`src/rtl/gray_step_counter.sv`:
```
// Up/down counter with a registered Gray-code output and a registered binary reference.
// Supports parallel load, wrap or saturate at the ends, and end-of-range flags.
module gray_step_counter #(
  parameter int WIDTH = 4
) (
  input  logic             clk_i,
  input  logic             rst_i,
  input  logic             en_i,
  input  logic             up_i,
  input  logic             sat_i,
  input  logic             load_i,
  input  logic [WIDTH-1:0] load_val_i,
  output logic [WIDTH-1:0] gray_o,
  output logic [WIDTH-1:0] bin_o,
  output logic             wrap_o,
  output logic             at_max_o,
  output logic             at_min_o
);

  localparam logic [WIDTH-1:0] MAX = {WIDTH{1'b1}};
  localparam logic [WIDTH-1:0] ONE = {{(WIDTH-1){1'b0}}, 1'b1};

  logic [WIDTH-1:0] cnt_q, cnt_d;
  logic [WIDTH-1:0] gray_q, gray_d;
  logic             wrap_q, wrap_d;

  always_comb begin
    cnt_d  = cnt_q;
    wrap_d = 1'b0;
    if (load_i) begin
      cnt_d = load_val_i;
    end else if (en_i) begin
      if (up_i) begin
        if (cnt_q != MAX) begin
          cnt_d = cnt_q + ONE;
        end else if (!sat_i) begin
          cnt_d  = '0;
          wrap_d = 1'b1;
        end
      end else begin
        if (cnt_q != '0) begin
          cnt_d = cnt_q - ONE;
        end else if (!sat_i) begin
          cnt_d  = MAX;
          wrap_d = 1'b1;
        end
      end
    end
    // Gray is encoded from the next count so it is registered alongside it, never decoded from bin.
    gray_d = cnt_d ^ (cnt_d >> 1);
  end

  always_ff @(posedge clk_i) begin
    if (rst_i) begin
      cnt_q  <= '0;
      gray_q <= '0;
      wrap_q <= 1'b0;
    end else begin
      cnt_q  <= cnt_d;
      gray_q <= gray_d;
      wrap_q <= wrap_d;
    end
  end

  assign bin_o    = cnt_q;
  assign gray_o   = gray_q;
  assign wrap_o   = wrap_q;
  assign at_max_o = (cnt_q == MAX);
  assign at_min_o = (cnt_q == '0);

endmodule
```
`config.mk`:
```
export PLATFORM = sky130hd
export DESIGN_NAME = gray_step_counter
export DESIGN_NICKNAME = d
export VERILOG_FILES = /design/src/rtl/gray_step_counter.sv
export SDC_FILE = /design/constraint.sdc
export NUM_CORES = 1
export LEC_CHECK = 0
export CORE_MARGIN = 10
export CORE_UTILIZATION = 46
export CTS_BUF_LIST = sky130_fd_sc_hd__clkbuf_8
export DETAILED_ROUTE_END_ITERATION = 8
export GPL_TIMING_DRIVEN = 0
export PLACE_DENSITY = 0.87
export REMOVE_ABC_BUFFERS = 1
export SLEW_MARGIN = 20
export SYNTH_ARGS = -nofsm -noshare
export SYNTH_HDL_FRONTEND = slang
export SYNTH_SLANG_ARGS = --single-unit
```
`constraint.sdc`:
```
create_clock -name clk_i -period 2.05 [get_ports clk_i]
set_clock_uncertainty 0.05 [all_clocks]
set_input_delay 0.41 -clock clk_i [delete_from_list [all_inputs] [get_ports clk_i]]
set_output_delay 0.41 -clock clk_i [all_outputs]
set_load 0.01 [all_outputs]
```
---- Yosys cells after proc, flatten, opt, wreduce, memory -nomap -nowiden ----
Index checks and enable logic that the tools add are counted.
storage, ports and cells
  flip-flop bits (word level) ............. 9
  bits of input ports ..................... 10
  output and inout port bits .............. 11
operators by class
  add/subtract/negate cells ............... 2
  equality and inequality tests ........... 2
  multiplexer cells ....................... 11
  bitwise logic cells ..................... 2
  reduce and logical (&&, ||, !) cells .... 3
operators with widths
  operator                                                            count
  4-bit two-way mux                                                   7
  4-bit by 1-bit adder with 4-bit output, second input constant       1
  4-bit equality test, second input constant                          1
  4-bit logical NOT                                                   1
  1-bit two-way mux                                                   4
  4-bit inequality test, second input constant                        1
  4-bit nonzero test                                                  1
  4-bit by 1-bit subtractor with 4-bit output, second input constant  1
  4-bit by 3-bit bitwise XOR with 4-bit output                        1
  3-bit OR reduction                                                  1
  1-bit inverter                                                      1

---- Depth between registers and ports, before layout ----
  depth after elaboration ................. 6
  depth in mapped cells ................... 7
  mapped depth without buffers ............ 7

---- Worst setup path after synthesis ----
No wires, ideal clock.
  path kind ............................... register to register
  from .................................... reg cnt_q[0] (netlist: bin_o[0])
  to ...................................... reg gray_q[0] (netlist: gray_o[0])
  library setup time ...................... 0.123 ns
  data arrival time ....................... 1.734 ns
  path slack .............................. 0.144 ns
  stages on the path, launching flop included .. 8
  clock period less this slack ............ 1.906 ns
  cell sequence ........................... dfxtp_1 > inv_1 > ha_1 > nor3b_1 > or3_1 > o2111a_2 > nor4_1 > nor3_1
between the ends
  longest elaborated chain between the ends .. 6
  elaborated cells between the ends (all ways) .. 12
RTL lines
  element                                                              line    source
  from (decl)                                                          23      logic [WIDTH-1:0] cnt_q, cnt_d;
  from (signal assigned)                                               59      cnt_q <= cnt_d;
  4-bit by 1-bit subtractor with 4-bit output (tied with other cells)  42      cnt_d = cnt_q - ONE;
  4-bit two-way mux, on equally long branches                          41, 34
  4-bit two-way mux                                                    33      if (up_i) begin
  4-bit two-way mux (*)                                                32      end else if (en_i) begin
  4-bit two-way mux (*)                                                30      if (load_i) begin
  4-bit by 3-bit bitwise XOR with 4-bit output (*)                     50      gray_d = cnt_d ^ (cnt_d >> 1);
  to (signal assigned)                                                 60      gray_q <= gray_d;
  to (decl)                                                            24      logic [WIDTH-1:0] gray_q, gray_d;
Every way passes the cells marked *; elsewhere a longest branch is shown, timed or not.
A chain may end at the register's enable or synchronous reset.

---- Worst setup path in the final report ----
  from .................................... reg cnt_q[1] (netlist: bin_o[1])
  to ...................................... out at_max_o
between the ends
  longest elaborated chain between the ends .. 1
RTL lines
  element              line  source
  4-bit equality test  68    assign at_max_o = (cnt_q == MAX);
  to (decl)            16    output logic at_max_o,
No other way between the ends.

==> reports/summary.log <==
qor: status.run_status finished, final reports clean
qor: sta.timing_worst_slew_pin_value 444.0 ps
qor: pwr.swShare 28.60%
qor: floorplan.die_width 57.25 um
qor: pwr.pwr-share-seq 35.0%
qor: setup_path.setup.worst_path.end at_max_o
qor: cells_and_area.finish.net_count 108
qor: sta.timing.final.crit_share 97.54%
qor: synthesis.synth.yosys.warnings 0
qor: clock_tree.post_cts.repair.setup_buffers 0
qor: detailed_routing.detailedRoute.firstPassIterationCount 4
qor: floorplan.die-area 3277 um2
qor: setup_path.worst_setup_path_end_kind output pin
qor: synthesis.synthMostInstantiatedCell sky130_fd_sc_hd__dfxtp_1
qor: clock_tree.insertion_delay_of_the_later_clocked_pin_in_the_worst_skew_pair 220 ps
qor: worst_hold_path.min_path_type in -> reg
qor: sta.min_period 2000 ps
qor: sta.relative_max_transition_margin 70.15%
qor: clock_tree.cts.path.max_buffers 2
qor: synthesis.synthesis.area_per_instance 8.396 um2
qor: place.place.port_buffers 20
qor: clock_tree.h_tree_depth 1
qor: floorplan.core-area 1301 um2
qor: detailed_routing.num_vias 640
qor: grt.global_route.usage.total 9.679%
qor: grt.wire_length_of_the_first_global_routing_pass 2684 um
qor: sta.fin_worst_hold_slack 561.2 ps
qor: setup_path.critical_path.reg2reg.endpoint gray_o[0]
qor: setup_path.ff2ff_path_depth 7
qor: synthesis.fraction_of_synthesis_flops_using_an_asynchronous_set_or_reset_pin 0%
qor: setup_path.stages_on_the_worst_setup_path 3
qor: synthesis.synth_edf_count 0
qor: synthesis.yosys-top-cells-count 8 x sky130_fd_sc_hd__dfxtp_1, 5 x sky130_fd_sc_hd__a21oi_1, 5 x sky130_fd_sc_hd__inv_1, 5 x sky130_fd_sc_hd__nand2b_1, 4 x sky130_fd_sc_hd__nor2_1
qor: setup_path.arrival_time_worst_endpoint 1540 ps
qor: pwr.static-leakage-power 0.3680 nW
qor: clock_tree.clock-sinks 8
qor: cells_and_area.proportion_of_layout_cells_with_a_drive_suffix_above_1 20.21%
qor: synthesis.synth_area 638.1 um2
qor: sta.report.final.setup_viol 0
qor: floorplan.ios 21
qor: synthesis.synth_area_leaders sky130_fd_sc_hd__dfxtp_1 25%, sky130_fd_sc_hd__nand2b_1 4.9%, sky130_fd_sc_hd__mux2i_1 4.7%
qor: setup_path.reg2reg_setup_slack 150 ps
qor: sta.hold_viol_final 0
qor: sta.grt_setup_unrepaired false
qor: pwr.pwrdens 598.4 nW/um2
qor: synthesis.dominantRegCellSynth sky130_fd_sc_hd__dfxtp_1
qor: setup_path.path_class reg -> out
qor: clock_tree.hold_bufs_inserted_after_cts 0
qor: setup_path.timing.critical_path.max_delay_family buffers and inverters
qor: setup_path.cpMaxStageDelayCell sky130_fd_sc_hd__clkdlybuf4s50_1
qor: synthesis.yosys_register_bits 8
qor: floorplan.rows 13
qor: sta.fmax 500.1 MHz
qor: detailed_routing.routed_wirelength 1703 um
qor: detailed_routing.drt_iter0_markers 30
qor: synthesis.synth.top_cell.area_share 25.10%
qor: setup_path.start_kind flip-flop
qor: setup_path.reg2reg_from bin_o[1]
qor: setup_path.timing.critical_path.buf_inv 1
qor: place.placedCellCount 106
qor: grt.grt_max_degree 14
qor: setup_path.cell_by_cell_listing_of_the_critical_path ha_4 > and3_2 > clkdlybuf4s50_1
qor: place.detailedPlacementHpwl 1270 um
qor: setup_path.cp.required 1590 ps
qor: clock_tree.clkSlewWorstSetupHoldPaths 40 ps
qor: pwr.power.combinational.fraction 31.3%
qor: detailed_routing.post_drt_via_cell_ratio 5.872
qor: detailed_routing.antenna_left 0
qor: cells_and_area.number_of_antenna_diodes 0
qor: run.max_cap_violations 0
qor: clock_tree.clock-root-buffer sky130_fd_sc_hd__clkbuf_8
qor: detailed_routing.remaining_drc_errors 0
qor: detailed_routing.wl_per_cell 15.62 um
qor: grt.grt_remaining_overflow 0
qor: setup_path.worstPathMaxFanout 7
qor: setup_path.setup.worst_path.start bin_o[1]
qor: pwr.totalPowerFinal 548.8 uW
qor: cells_and_area.synthToLayoutAreaGrowth 43.73%
qor: sta.timing_max_transition_violations_final 0
qor: pwr.power.net_switching 156.9 uW
qor: floorplan.fp.dieH 57.25 um
qor: clock_tree.clock_tree_from_tritoncts done
qor: grt.antenna_found_initial 0
qor: setup_path.slowest_delay 540 ps
qor: grt.first_global_vias 644
qor: synthesis.post_synthesis_cell_count 76
qor: floorplan.initial_standard_cell_utilization_of_the_core 49.04%
qor: cells_and_area.layoutNonFillerInstCount 109
qor: pwr.vdd.ir_drop.worst 0.5418 mV
qor: synthesis.synthDominantAreaCellType sky130_fd_sc_hd__dfxtp_1
qor: place.gp_routability_congestion 0.8137
qor: pwr.power_frac_clock 33.7%
qor: pwr.power.internal 391.8 uW
qor: synthesis.synthDistinctLibCells 40
qor: clock_tree.cts_buffers 3
qor: synthesis.synth_sequential_area_ratio 25.10%
## registers in the layout, indices dropped and copies added (netlist names)
| register | flops |
|---|---|
| gray_o | 3 |
| wrap_o | 1 |
| bin_o | 4 |
## per-stage QoR
step                      TNS [ps]  setup WS, ps  utilization (%)  instance area [um2]
final                            0         50.45            70.48                917.1
after global routing             0         7.165            70.48                917.1
after CTS                        0         4.325            68.17                887.1
after detailed placement    -969.1        -279.9            63.37                824.5
after global placement      -730.1        -221.3            63.37                824.5
after floorplan                  0         134.8                -                605.6
## worst reg2reg max path, delay by kind of cell (launching register included)
| kind | cells | cell delay (ps) |
|---|---|---|
| and+or+nand+nor | 4 | 740 |
| adders and majority gates | 1 | 170 |
| buffers and inverters | 1 | 140 |
| DFF | 1 | 360 |
| AOI/OAI and AO/OA | 1 | 320 |
## metal layers
layer / share of wire, % / track usage [%] / routed length [um]
met2: 51 / 18.14 / 868
met3: 5.2 / 4.204 / 89
met4: 0 / 2.349 / 0
met5: 0 / 0 / 0
met1: 44 / 9.448 / 745
## power by group through the flow
| stage | Clock (mW) | Combinational, mW | Sequential (mW) |
|---|---|---|---|
| floorplan | 0 | 0.0783 | 0.194 |
| global placement | 0 | 0.158 | 0.190 |
| detailed placement | 0 | 0.161 | 0.190 |
| CTS | 0.187 | 0.162 | 0.191 |
| global route | 0.200 | 0.187 | 0.194 |
| finish | 0.185 | 0.172 | 0.192 |
## cell families after synthesis
family                     Yosys count  share of synthesized area (%)
and+or+nand+nor                     33                          34.90
buffers and inverters               11                          8.625
DFF                                  8                          25.10
adders and majority gates            2                          3.921
AOI/OAI and AO/OA                   19                          22.74
muxes                                3                          4.706
## cells in the final DEF, fill, tap and decap left out, types with 3 or more instances in the layout
cell and count:
sky130_fd_sc_hd__nor2_1 4, sky130_fd_sc_hd__nor3_1 3, sky130_fd_sc_hd__nand2b_1 5, sky130_fd_sc_hd__inv_1 4
sky130_fd_sc_hd__mux2i_1 3, sky130_fd_sc_hd__clkdlybuf4s50_1 16, sky130_fd_sc_hd__dfxtp_1 4, sky130_fd_sc_hd__clkbuf_8 3
sky130_fd_sc_hd__dfxtp_2 4, sky130_fd_sc_hd__a21oi_1 5
## how the worst min path moves through the flow
stage / from / to / cells after the start
2_1_floorplan: rst_i / bin_o[3] / 1
3_3_place_gp: bin_o[0] / bin_o[0] / 2
3_5_place_dp: bin_o[0] / bin_o[0] / 2
4_1_cts: bin_o[0] / bin_o[0] / 2
5_1_grt: sat_i / wrap_o / 2
6_report: sat_i / wrap_o / 2
## repair_timing
item / in CTS / in global routing
hold endpoints to repair: 0 / 0
setup endpoints to repair: 3 / 5
resized for setup: 9 / 8
## final cells by class
class	count	area, um2
clock buffers	3	41.29
fillers	100	384.1
inverters	6	22.52
multi-input cells	57	466.7
flip-flops and latches	8	165.2
well taps	15	18.77
repair buffers	20	202.7
(Power assumes the default switching activity.)
